### config.mk
export PLATFORM = sky130hd
export DESIGN_NAME = sipo_frame_deserializer
export DESIGN_NICKNAME = d
export VERILOG_FILES = /design/src/rtl/sipo_frame_deserializer.sv
export SDC_FILE = /design/constraint.sdc
export NUM_CORES = 1
export LEC_CHECK = 0
export CAP_MARGIN = 20
export CORE_ASPECT_RATIO = 1.75
export CORE_MARGIN = 1
export CORE_UTILIZATION = 40
export DETAILED_ROUTE_END_ITERATION = 8
export GPL_TIMING_DRIVEN = 0
export SLEW_MARGIN = 25
export SYNTH_ARGS = -nofsm -noshare
export SYNTH_HDL_FRONTEND = slang
export SYNTH_SLANG_ARGS = --single-unit
### constraint.sdc
create_clock -name clk -period 7.8 [get_ports clk]
set_clock_uncertainty 0.05 [all_clocks]
set_input_delay 1.17 -clock clk [delete_from_list [all_inputs] [get_ports clk]]
set_output_delay 1.17 -clock clk [all_outputs]
set_load 0.05 [all_outputs]
### src/rtl/sipo_frame_deserializer.sv
// Serial-in/parallel-out audio frame deserializer: CHANNELS words of runtime
// length and bit order, extended to WIDTH bits, delivered over valid/ready.
module sipo_frame_deserializer #(
   parameter int WIDTH       = 32,
   parameter int CHANNELS    = 2,
   parameter bit SIGN_EXTEND = 1'b1
) (
   input  logic                       clk,
   input  logic                       rstn,
   input  logic                       enable,
   input  logic                       in,
   input  logic                       frame_start,
   input  logic [$clog2(WIDTH+1)-1:0] word_len,
   input  logic                       msb_first,
   output logic [CHANNELS*WIDTH-1:0]  out_data,
   output logic                       out_valid,
   input  logic                       out_ready,
   output logic                       overrun,
   output logic                       resync_err
);

   localparam int LW = $clog2(WIDTH+1);
   localparam int CW = $clog2(CHANNELS+1);
   localparam logic [LW-1:0] LEN_MAX = LW'(WIDTH);
   localparam logic [CW-1:0] CH_LAST = CW'(CHANNELS-1);

   typedef enum logic {IDLE, SHIFT} state_t;

   state_t                    state;
   logic [LW-1:0]             len;
   logic                      msb;
   logic [LW-1:0]             bit_cnt;
   logic [CW-1:0]             ch_cnt;
   logic [WIDTH-1:0]          work;
   logic [CHANNELS*WIDTH-1:0] frame_q;

   logic                      in_shift;
   logic                      frame_end_shift;
   logic                      start;
   logic                      resync;
   logic                      active;
   logic [LW-1:0]             len_clamp;
   logic [LW-1:0]             cur_len;
   logic                      cur_msb;
   logic [LW-1:0]             cur_bit;
   logic [LW-1:0]             bit_next;
   logic [LW-1:0]             pos;
   logic [CW-1:0]             cur_ch;
   logic                      word_done;
   logic                      frame_done;
   logic [WIDTH-1:0]          word_next;
   logic [WIDTH-1:0]          mask;
   logic [WIDTH-1:0]          top;
   logic [WIDTH-1:0]          ext;
   logic [CHANNELS*WIDTH-1:0] frame_next;

   always_comb begin
      len_clamp = (word_len == '0 || word_len > LEN_MAX) ? LEN_MAX : word_len;
      in_shift  = (state == SHIFT);
      // a frame_start on the final bit of a frame is consumed by the completion
      frame_end_shift = in_shift && (bit_cnt + 1'b1 == len) && (ch_cnt == CH_LAST);
      start  = enable && frame_start && !frame_end_shift;
      resync = start && in_shift;
      active = enable && (in_shift || start);

      cur_len  = start ? len_clamp : len;
      cur_msb  = start ? msb_first : msb;
      cur_bit  = start ? '0 : bit_cnt;
      cur_ch   = start ? '0 : ch_cnt;
      bit_next = cur_bit + 1'b1;
      pos      = cur_msb ? cur_len - bit_next : cur_bit;

      word_next  = (start ? '0 : work) | (WIDTH'(in) << pos);
      word_done  = active && (bit_next == cur_len);
      frame_done = word_done && (cur_ch == CH_LAST);

      // mask covers the live bits, top isolates the word's sign bit
      mask = ~({WIDTH{1'b1}} << cur_len);
      top  = mask ^ (mask >> 1);
      ext  = word_next & mask;
      if (SIGN_EXTEND && |(word_next & top))
         ext = ext | ~mask;

      frame_next = frame_q;
      for (int k = 0; k < CHANNELS; k++)
         if (cur_ch == CW'(k))
            frame_next[k*WIDTH +: WIDTH] = ext;
   end

   always_ff @(posedge clk) begin
      if (!rstn) begin
         state      <= IDLE;
         len        <= '0;
         msb        <= 1'b0;
         bit_cnt    <= '0;
         ch_cnt     <= '0;
         work       <= '0;
         frame_q    <= '0;
         out_data   <= '0;
         out_valid  <= 1'b0;
         overrun    <= 1'b0;
         resync_err <= 1'b0;
      end else begin
         resync_err <= resync;
         if (start) begin
            len <= len_clamp;
            msb <= msb_first;
         end
         if (active) begin
            if (word_done) begin
               bit_cnt <= '0;
               work    <= '0;
               frame_q <= frame_next;
               ch_cnt  <= frame_done ? '0 : cur_ch + 1'b1;
               state   <= frame_done ? IDLE : SHIFT;
            end else begin
               bit_cnt <= bit_next;
               work    <= word_next;
               ch_cnt  <= cur_ch;
               state   <= SHIFT;
            end
         end
         if (frame_done) begin
            if (!out_valid || out_ready) begin
               out_data  <= frame_next;
               out_valid <= 1'b1;
            end else begin
               overrun <= 1'b1;
            end
         end else if (out_valid && out_ready) begin
            out_valid <= 1'b0;
         end
      end
   end

endmodule

# Yosys cells after proc, flatten, opt, wreduce, memory -nomap -nowiden
# Index checks and enable logic that the tools add are counted.
[op_classes]
bitwise_logic = 8
n_mux = 19
eq_ne = 5
add_sub_neg = 4
order_cmp = 1
n_reduce_logical = 22
shifts = 2
[ops]
columns = ["op", "count"]
rows = [
  ["$mux 32", 5],
  ["$and 32x32->32", 2],
  ["$not 32->32", 2],
  ["$or 32x32->32", 2],
  ["$reduce_or 32->1", 1],
  ["$shl 1x6->32", 1],
  ["$shl 32x6->32 const A", 1],
  ["$xor 32x31->32", 1],
  ["$mux 6", 5],
  ["$add 6x1->6 const B", 2],
  ["$eq 6x6->1", 2],
  ["$logic_and 1x1->1", 9],
  ["$reduce_and 2->1", 4],
  ["$gt 6x6->1 const B", 1],
  ["$logic_not 6->1", 1],
  ["$mux 1", 6],
  ["$mux 2", 3],
  ["$sub 6x6->6", 1],
  ["$eq 2x1->1 const B", 2],
  ["$logic_or 1x1->1", 3],
  ["$add 2x1->2 const B", 1],
  ["$logic_not 1->1", 2],
  ["$logic_not 2->1", 1],
  ["$ne 2x1->1 const B", 1],
  ["2 further kinds", 2],
]
[totals]
wordCells = 72
out_inout_bits = 67
in_bits = 13
register_bits = 179

# Depth between registers and ports, before layout
# Gate-level depths: netlist (run 1).
[logic_depth]
word_depth = 16
ltp_mapped = 36
ltp_nobuf = 24

# Worst setup path before layout (run 1)
# No wires, ideal clock.
[synth_path]
path_type = "input to register"
start = "input enable"
end = "register frame_q[20]"
arrival_time_ns = 7.233
setup_ns = 0.122
t_required_ns = 7.628
path_stages = 33
setup_slack_ns = 0.395
cell_sequence = "and2_1 -> clkbuf_1 -> nand2_1 -> buf_4 -> clkbuf_1 -> clkbuf_1 -> clkbuf_1 -> buf_1 -> clkbuf_1 -> buf_1 -> nand2_1 -> inv_1 -> ha_1 -> clkbuf_1 -> nand3_1 -> xnor2_1 -> nand2_1 -> ha_1 -> nor2b_1 -> nand2_1 -> a21oi_1 -> nand3_1 -> o311ai_1 -> o31ai_2 -> nand3_2 -> nor2b_1 -> clkbuf_1 -> a22oi_1 -> o21ai_1 -> or3_1 -> buf_4 -> buf_6 -> o311a_1"
[synth_between]
elab_chain_cells = 12
[synth_rtl]
columns = ["element", "line_no", "text"]
rows = [
  ["from (decl)", "10", "input logic enable,"],
  ["$logic_and 1x1->1 (2 in a row)", "62", "start = enable && frame_start && !frame_end_shift;"],
  ["$mux 6", "68", "cur_bit = start ? '0 : bit_cnt;"],
  ["$add 6x1->6", "70", "bit_next = cur_bit + 1'b1;"],
  ["$sub 6x6->6", "71", "pos = cur_msb ? cur_len - bit_next : cur_bit;"],
  ["$mux 6", "71", ""],
  ["$shl 1x6->32", "73", "word_next = (start ? '0 : work) | (WIDTH'(in) << pos);"],
  ["$or 32x32->32", "73", ""],
  ["$and 32x32->32, on equally long branches", "81, 80", ""],
  ["$reduce_or 32->1 / $or 32x32->32 (equally long branches)", "81, 82", ""],
  ["$mux 32", "81", "if (SIGN_EXTEND && |(word_next & top))"],
  ["$mux 32", "86", "if (cur_ch == CW'(k))"],
  ["to (signal assigned)", "113", "frame_q <= frame_next;"],
  ["to (decl)", "35", "logic [CHANNELS*WIDTH-1:0] frame_q;"],
]
# Parallel ways exist; a longest one is shown, timed or not.
# A chain may end at the register's enable or synchronous reset.

# Worst setup path in the final report (run 1)
[layout_path]
start = "input enable"
end = "register out_data[59]"
[layout_between]
elab_chain_cells = 12
[layout_rtl]
columns = ["element", "line_no", "text"]
rows = [
  ["$logic_and 1x1->1 (2 in a row)", "62", ""],
  ["$mux 6", "68", ""],
  ["$add 6x1->6", "70", ""],
  ["$sub 6x6->6", "71", ""],
  ["$mux 6", "71", ""],
  ["$shl 1x6->32", "73", ""],
  ["$or 32x32->32", "73", ""],
  ["$and 32x32->32, on equally long branches", "81, 80", ""],
  ["$reduce_or 32->1 / $or 32x32->32 (equally long branches)", "81, 82", ""],
  ["$mux 32", "81", ""],
  ["$mux 32", "86", ""],
  ["to (signal assigned)", "125", "out_data <= frame_next;"],
  ["to (decl)", "15", "output logic [CHANNELS*WIDTH-1:0] out_data,"],
]
# Parallel ways exist; a longest one is shown, timed or not.

==> impl_metrics.yaml, run 1 <==
synthesis:
  synthTopCellsByArea: "dfxtp_1, nand2_1, nor2_1"
  async_reset_ff_share_pct: 0
  synth_cell_types: 88
  synthFlopType: "dfxtp_1"
  synth_edf_count: 0
  syn_inst: 1227
  netlist.top_cell.by_area: "dfxtp_1"
  yosys_warnings: 0
  synthesis.area_mm2: 0.00925
  syn_avg_cell_area_um2: 7.54
  ys_ff_latch: 147
  syn_nets: 1247
  yosysSeqAreaShare_pct: 31.8
  yosys.area.top_type_share_pct: 31.8
clock_tree:
  clock-sinks: 147
  h-tree-depth: 4
  path_clk_slew_ns: 0.06
  worstSkewPairLatency_ns: 0.46
  cts_root_buf: "clkbuf_16"
  cts_hold_buf: 0
  cts_buffers: 17
  cts_tree: "done"
  clock_path_buffers: 2
min_path:
  hold_class: "reg2reg"
  min_from: "out_data[6]"
cells_and_area:
  final_cells: 1642
  fillers: 2289
  seq_area_mm2: 0.00295
  drive_gt1_share_pct: 9.10
  multi_input_area_mm2: 0.00588
  fin_util_pct: 49.6
  final_nets: 1348
  area_delta_synth_final_pct: 21.9
  mostFrequentLayoutCell: "nand2_1"
  final_cell_mix: "nand2_1, dfxtp_1, nor2_1"
critical_path:
  cp-end-kind: "register"
  worstPathRequired_ns: 8.14
  path_common_cell: "buf_4"
  crit_buf_inv: 10
  arrival_ns: 7.70
  path_class: "in2reg"
  worstSetupStartpoint: "enable"
  cp_max_fo: 19
  cpPeakStageDelay_ns: 0.63
  crit_path_top_delay_cell: "a2111o_2"
  critPathLaunchType: "primary input"
  crit_family: "buffers and inverters"
  rr_startpoint: "bit_cnt[0]"
placement:
  place_congestion: 1.04
  io_buffers: 78
  place_worst_setup_slack_ns: -3.18
  place_inst: 1606
  dpl.hpwl_um: 33800
route:
  routed_wl_um: 42800
  dr.pass1.iters: 9
  drt-met1-wl_um: 15000
  top_layer_used: "met4"
  drtIter0Drc: 788
  num_vias: 10328
  ant_nets: 0
  via_per_inst: 6.29
  drc: 0
  dr_wl_met2_um: 21600
  wl_met3_um: 2080
  wl_per_cell_um: 26.1
power_and_ir_drop:
  power_mw: 1.99
  p_leak_nw: 3.98
  powerDensity_mw_per_mm2: 177
  ir_worst_vdd_mv: 0.137
grt:
  antenna_found_initial: 1
  grt_pass1_vias: 10279
  grt_pass1_wl_um: 63400
  grt.total_usage_pct: 37.2
  grt.overflow.total: 0
  grt_max_degree: 17
timing:
  holdWs_ns: 0.408
  period_needed_ns: 7.36
  finalHoldViolations: 0
  tightest_slew_ns: 1.03
  layout_setup_ws_ns: 0.440
  fmax_ghz: 0.136
  rsz0062_at_grt: "no"
  slew_headroom_pct: 30.9
  period_share_pct: 94.4
  slew_violations: 0
  setup_viol: 0
floorplanning:
  initial_core_util_pct: 40.7
  rows: 73
  ios: 80
  die_h_um: 203
  fp.coreArea_mm2: 0.0227
  die-area_mm2: 0.0238
  die_w_um: 117
status:
  status: "completed"
job:
  cap_violations: 0
==> cells by family (layout without fill, tap and decap cells) <==
| family | Yosys count | in the layout | share of synthesized area, % |
|---|---|---|---|
| buf+inv | 132 | 246 | 6.41 |
| flops | 147 | 147 | 31.8 |
| mux | 9 | 9 | 0.987 |
| compound gates | 410 | 410 | 31.1 |
| xor+xnor | 16 | 16 | 1.81 |
| simple gates | 506 | 506 | 26.9 |
| other cells | 0 | 1 | 0 |
| fa+ha+maj | 7 | 7 | 1.03 |
==> where the power goes <==
| group | switching [mW] | leakage [nW] | internal [mW] |
|---|---|---|---|
| Sequential | 0.00866 | 1.19 | 0.759 |
| Clock | 0.353 | 0.303 | 0.528 |
| Combinational | 0.246 | 2.49 | 0.0963 |
| Total | 0.608 | 3.98 | 1.38 |
==> cells in the mapped netlist, drive strengths merged, types with 7 or more instances <==
| master | number |
|---|---|
| nand2 | 157 |
| dfxtp | 147 |
| nor2 | 116 |
| o21ai | 88 |
| a21oi | 86 |
| clkbuf | 75 |
| nand3 | 49 |
| a21boi | 44 |
| buf | 37 |
| and2 | 29 |
| nor3 | 29 |
| o311a | 28 |
| inv | 20 |
| nand4 | 20 |
| nor2b | 20 |
| nand2b | 19 |
| a31oi | 17 |
| and3 | 17 |
| a22oi | 16 |
| a211oi | 15 |
| a221oi | 12 |
| xnor2 | 12 |
| o211a | 11 |
| o31ai | 11 |
| or3 | 11 |
| nor4 | 10 |
| o211ai | 10 |
| a32oi | 9 |
| a211o | 8 |
| mux2i | 8 |
| a22o | 7 |
==> layer usage <==
metal  up-vias  global-route usage, %
met5         -                      0
met4         0                   31.1
met3       208                   6.39
met2       474                   66.2
met1      4927                   36.6
li1       4719                      -
==> worst reg2reg max path, delay by kind of cell, from the launching register on <==
family	cells	cell delay [ns]
flip-flops	1	0.38
AO/OA/AOI/OAI	7	1.26
AND/OR/NAND/NOR	11	2.14
XOR/XNOR	2	0.31
adder cells (fa/ha/maj)	3	0.95
buffers and inverters	11	2.11
==> final timing paths <==
path	slack [ns]	to	depth (start not counted)
worst min register to register	0.41	out_data[6]	2
worst min-delay path	0.41	out_data[6]	2
worst max register to register	0.47	out_data[59]	34
worst max-delay path	0.44	out_data[59]	26
==> cell type report <==
class / count / area share, %
clock buffer: 20 / 4.14
multi-input combinational: 948 / 52.1
tap: 300 / 3.33
buffer: 107 / 4.76
timing repair buffer: 87 / 7.50
sequential: 147 / 26.1
antenna: 1 / 0.0222
inverter: 20 / 0.666
clock inverter: 12 / 1.34
==> timing repair <==
action                                  in CTS  in global routing
resized for setup                           30                 20
setup buffers                                3                  5
endpoints found under the setup margin     139                 57
pin swaps                                    4                  6
==> registers in the layout, summed over array words and instances, names as in the netlist <==
register,count
bit_cnt,6
ch_cnt,2
frame_q,32
in_shift,1
len,6
msb,1
out_data,64
out_valid,1
overrun,1
resync_err,1
work,32
==> stage by stage <==
step                      area [um2]  setup TNS (ns)
after floorplan                 9250               0
after global placement         10400         -343.52
after detailed placement       10400         -324.39
after CTS                      11200               0
after global routing           11300               0
final                          11300               0
Note: power is estimated with default switching activity, not from simulation.
==> inputs of run 2 (changes only) <==
--- a/config.mk
+++ b/config.mk
@@ -11,6 +11,8 @@
 export CORE_UTILIZATION = 40
 export DETAILED_ROUTE_END_ITERATION = 8
 export GPL_TIMING_DRIVEN = 0
+export HOLD_SLACK_MARGIN = 0.1
+export PLACE_DENSITY = 0.66
 export SLEW_MARGIN = 25
 export SYNTH_ARGS = -nofsm -noshare
 export SYNTH_HDL_FRONTEND = slang
==> constraint.sdc (replaced) <==
create_clock -name clk -period 9.1 [get_ports clk]
set_clock_uncertainty 0.05 [all_clocks]
set_input_delay 1.365 -clock clk [delete_from_list [all_inputs] [get_ports clk]]
set_output_delay 1.365 -clock clk [all_outputs]
set_load 0.05 [all_outputs]
==> impl_metrics.yaml, run 2 (same netlist as run 1, synthesis figures left out) <==
status:
  status: "completed"
placement:
  place_congestion: 1.09
  place_inst: 1605
  place_worst_setup_slack_ns: -2.04
  io_buffers: 78
  dpl.hpwl_um: 33000
min_path:
  whs_path_depth: 2
  min_from: "out_data[11]"
  hold_class: "reg2reg"
  holdPathEnd: "out_data[11]"
timing:
  period_needed_ns: 8.68
  slew_headroom_pct: 19.3
  finalHoldViolations: 0
  setup_viol: 0
  tightest_slew_ns: 1.21
  slew_violations: 0
  rsz0062_at_grt: "no"
  fmax_ghz: 0.115
  layout_setup_ws_ns: 0.422
  tns_ns: 0
  period_share_pct: 95.4
cells_and_area:
  top_regs: "out_data (64), frame_q (32), work (32)"
  final_cell_mix: "nand2_1, dfxtp_1, nor2_1"
  largest_register_ffs: 64
  area_delta_synth_final_pct: 19.6
  drive_gt1_share_pct: 6.67
  final_cells: 1635
  mostFrequentLayoutCell: "nand2_1"
  final_nets: 1342
  fin_util_pct: 48.7
  largest_register: "out_data"
clock_tree:
  h-tree-depth: 4
  path_clk_slew_ns: 0.06
  cts_root_buf: "clkbuf_16"
  clock_path_buffers: 2
  clock-sinks: 147
  cts_setup_buffers: 0
  cts_tree: "done"
  worstSkewPairLatency_ns: 0.45
  cts_buffers: 17
route:
  ant_nets: 0
  num_vias: 10302
  via_per_inst: 6.30
  wl_per_cell_um: 25.4
  drtIter0Drc: 997
  drc: 0
  dr.pass1.iters: 6
  routed_wl_um: 41500
floorplanning:
  fp.coreArea_mm2: 0.0227
  die_w_um: 117
  die_h_um: 203
  ios: 80
  die-area_mm2: 0.0238
  rows: 73
  initial_core_util_pct: 40.7
critical_path:
  reg2reg_to: "frame_q[12]"
  path_class: "in2reg"
  arrival_ns: 9.02
  crit_family: "buffers and inverters"
  crit_path_top_delay_cell: "o21ai_1"
  cp-end-kind: "register"
  crit_buf_inv: 12
  rr_startpoint: "bit_cnt[0]"
  critPathLaunchType: "primary input"
  worstSetupPathDepth: 27
  ff2ff_path_depth: 28
  cpPeakStageDelay_ns: 0.76
  worst-r2r-setup-slack_ns: 0.53
  cp_max_fo: 28
  worstPathRequired_ns: 9.44
power_and_ir_drop:
  powerDensity_mw_per_mm2: 155
  p_leak_nw: 3.90
  ir_worst_vdd_mv: 0.135
grt:
  antenna_found_initial: 0
  grt_pass1_vias: 10182
  grt.overflow.total: 0
  grt_pass1_wl_um: 61900
  grt.total_usage_pct: 36.1
  grt_max_degree: 20
job:
  cap_violations: 0
[run 2: per-stage QoR]
| stage | cell area (um2) | hold slack, ns | total power [mW] |
|---|---|---|---|
| floorplan | 9250 | 0.388 | 0.835 |
| global placement | 10400 | 0.400 | 0.939 |
| detailed placement | 10400 | 0.405 | 0.939 |
| CTS | 11100 | 0.413 | 1.72 |
| global route | 11100 | 0.426 | 1.77 |
| finish | 11100 | 0.407 | 1.72 |
[run 2: layout make-up]
class | instances | area [um2]
flip-flops and latches | 147 | 2940
diodes | 1 | 2.50
clock buffers | 19 | 433
fillers | 2326 | 11700
plain buffers | 110 | 522
repair buffers | 78 | 781
well taps | 300 | 375
clock inverters | 12 | 204
multi-input cells | 948 | 5740
inverters | 20 | 75.1
[run 2: worst max path at each step]
stage	from	to
2_1_floorplan	enable	frame_q[20]
3_3_place_gp	enable	frame_q[1]
3_5_place_dp	enable	out_data[51]
4_1_cts	enable	out_data[51]
5_1_grt	enable	out_data[45]
6_report	enable	frame_q[12]
[run 2: metal layers]
metal | vias up | global-route usage (%) | part of all wire [%] | routed length, um
met2 | 520 | 63.6 | 51 | 21200
met1 | 4880 | 35.3 | 34 | 14200
met3 | 192 | 6.84 | 5.8 | 2400
met5 | - | 0 | 0 | 0
li1 | 4710 | - | - | -
met4 | 0 | 30.9 | 8.7 | 3620
[run 2: what timing repair did]
action | CTS | global route
resized for setup | 5 | 3
hold buffers | 0 | 0
endpoints found under the setup margin | 128 | 62
[run 2: report_power, final]
part / leakage (nW) / switching (mW) / internal (mW) / total, mW
Combinational: 2.40 / 0.202 / 0.0763 / 0.278
Sequential: 1.19 / 0.00689 / 0.650 / 0.657
Clock: 0.312 / 0.297 / 0.486 / 0.784
[run 2: worst register-to-register path: cells and delay by family (launching register included)]
family	cells	cell delay (ns)
AO/OA/AOI/OAI	5	1.49
buffers and inverters	10	2.96
flip-flops	1	0.54
AND/OR/NAND/NOR	6	2.08
adder cells (fa/ha/maj)	2	0.44
XOR/XNOR	4	0.81
multiplexers	1	0.15
==> inputs of run 3 (changes only) <==
--- a/config.mk
+++ b/config.mk
@@ -9,6 +9,7 @@
 export CORE_ASPECT_RATIO = 1.75
 export CORE_MARGIN = 1
 export CORE_UTILIZATION = 40
+export CTS_BUF_LIST = sky130_fd_sc_hd__clkbuf_8
 export DETAILED_ROUTE_END_ITERATION = 8
 export GPL_TIMING_DRIVEN = 0
 export HOLD_SLACK_MARGIN = 0.1
==> impl_metrics.yaml, run 3 (same netlist as run 1, synthesis figures left out) <==
critical_path:
  arrival_ns: 9.09
  ff2ff_path_depth: 28
  worst-r2r-setup-slack_ns: 0.45
  cp-end-kind: "register"
  critPathLaunchType: "primary input"
  worstPathRequired_ns: 9.45
  cp_max_fo: 28
  path_class: "in2reg"
route:
  wl_per_cell_um: 25.6
  ant_nets: 0
  num_vias: 10343
  via_per_inst: 6.33
  dr.pass1.iters: 5
  drc: 0
  routed_wl_um: 41900
  drtIter0Drc: 874
grt:
  grt_pass1_wl_um: 62300
  grt.overflow.total: 0
  antenna_found_initial: 0
  grt.total_usage_pct: 36.3
  grt_pass1_vias: 10092
  grt_max_degree: 20
cells_and_area:
  num_antenna_cells: 0
  area_delta_synth_final_pct: 17.5
  largest_register_ffs: 64
  final_cell_mix: "nand2_1, dfxtp_1, nor2_1"
  top_regs: "out_data (64), frame_q (32), work (32)"
  final_cells: 1634
  drive_gt1_share_pct: 6.67
  largest_register: "out_data"
  final_nets: 1342
  fin_util_pct: 47.8
  fillers: 2349
  mostFrequentLayoutCell: "nand2_1"
power_and_ir_drop:
  swShare_pct: 31.6
  p_leak_nw: 3.82
  p_sw_mw: 0.486
  powerDensity_mw_per_mm2: 141
  ir_worst_vdd_mv: 0.0874
  power_mw: 1.54
  comb_power_share_pct: 18.3
  internal-power_mw: 1.05
  p_seq_share_pct: 42.7
  p_clk_share_pct: 39.0
timing:
  setup_viol: 0
  period_needed_ns: 8.74
  rsz0062_at_grt: "no"
  tightest_slew_ns: 1.18
  fmax_ghz: 0.114
  slew_violations: 0
  period_share_pct: 96.0
  finalHoldViolations: 0
  slew_headroom_pct: 21.1
clock_tree:
  h-tree-depth: 4
  cts_tree: "done"
  clock_path_buffers: 2
  worstSkewPairLatency_ns: 0.50
  path_clk_slew_ns: 0.08
  cts_buffers: 17
  cts_root_buf: "clkbuf_8"
  cts_hold_buf: 0
  clock-sinks: 147
floorplanning:
  fp.coreArea_mm2: 0.0227
  initial_core_util_pct: 40.7
  ios: 80
  rows: 73
  die_h_um: 203
  die_w_um: 117
  die-area_mm2: 0.0238
placement:
  dpl.hpwl_um: 33000
  place_inst: 1605
  place_congestion: 1.09
  io_buffers: 78
status:
  status: "completed"
job:
  cap_violations: 0
min_path:
  whs_path_depth: 2
  hold_class: "reg2reg"
## run 3: worst max-delay path: stages
cell and delay, ns:
clkdlybuf4s50_1 0.49, and2_1 0.19, clkbuf_1 0.25, nand2_1 0.28
buf_4 0.24, buf_6 0.29, clkbuf_2 0.30, clkbuf_2 0.36
buf_2 0.39, nand2_1 0.13, inv_1 0.08, ha_1 0.13
clkbuf_1 0.32, xnor2_1 0.18, xnor2_1 0.31, xnor2_1 0.16
mux2i_1 0.14, o21ai_1 0.78, nand2_1 0.54, and4b_1 0.38
clkbuf_1 0.51, and4_1 0.36, a211oi_2 0.08, o211ai_2 0.18
nor4_2 0.16, buf_2 0.21, o31ai_1 0.24
## run 3: timing repair
| item | in CTS | in global routing |
|---|---|---|
| gates resized for setup | 5 | 3 |
| endpoints found under the setup margin | 122 | 61 |
| buffers inserted | 0 | 0 |
## run 3: final cells by class
class	instances	area [um2]	share of cell area (%)
sequential	147	2940	27.1
inverter	20	75.1	0.690
multi-input combinational	948	5740	52.7
tap	300	375	3.45
timing repair buffer	78	781	7.18
clock inverter	14	211	1.94
buffer	110	522	4.80
clock buffer	17	234	2.15
## run 3: routing by layer
| layer | track usage (%) | wire (um) | share of wire, % |
|---|---|---|---|
| met1 | 37.1 | 15000 | 36 |
| met2 | 64.2 | 21400 | 51 |
| met3 | 6.00 | 2160 | 5.2 |
| met4 | 28.2 | 3330 | 8.0 |
| met5 | 0 | 0 | 0 |
## run 3: final timing paths
kind                                   start      endpoint
worst max-delay path                  enable   frame_q[30]
worst min-delay path            out_data[28]  out_data[28]
worst max register to register    bit_cnt[0]   frame_q[30]
worst min register to register  out_data[28]  out_data[28]
## run 3: power by group through the flow
stage               clock, mW  sequential (mW)  combinational [mW]
floorplan                   0            0.669               0.166
global placement            0            0.671               0.268
detailed placement          0            0.671               0.268
CTS                     0.604            0.656               0.269
global route            0.632            0.657               0.293
finish                  0.599            0.656               0.281
## run 3: per-stage QoR
stage / setup TNS (ns) / hold slack, ns / cell area (um2) / worst slack (ns)
global route: 0 / 0.430 / 10900 / 0.0891
floorplan: 0 / 0.388 / 9250 / 1.50
finish: 0 / 0.410 / 10900 / 0.361
detailed placement: -167.96 / 0.405 / 10400 / -2.04
CTS: 0 / 0.416 / 10900 / 0.0940
global placement: -172.36 / 0.400 / 10400 / -2.22
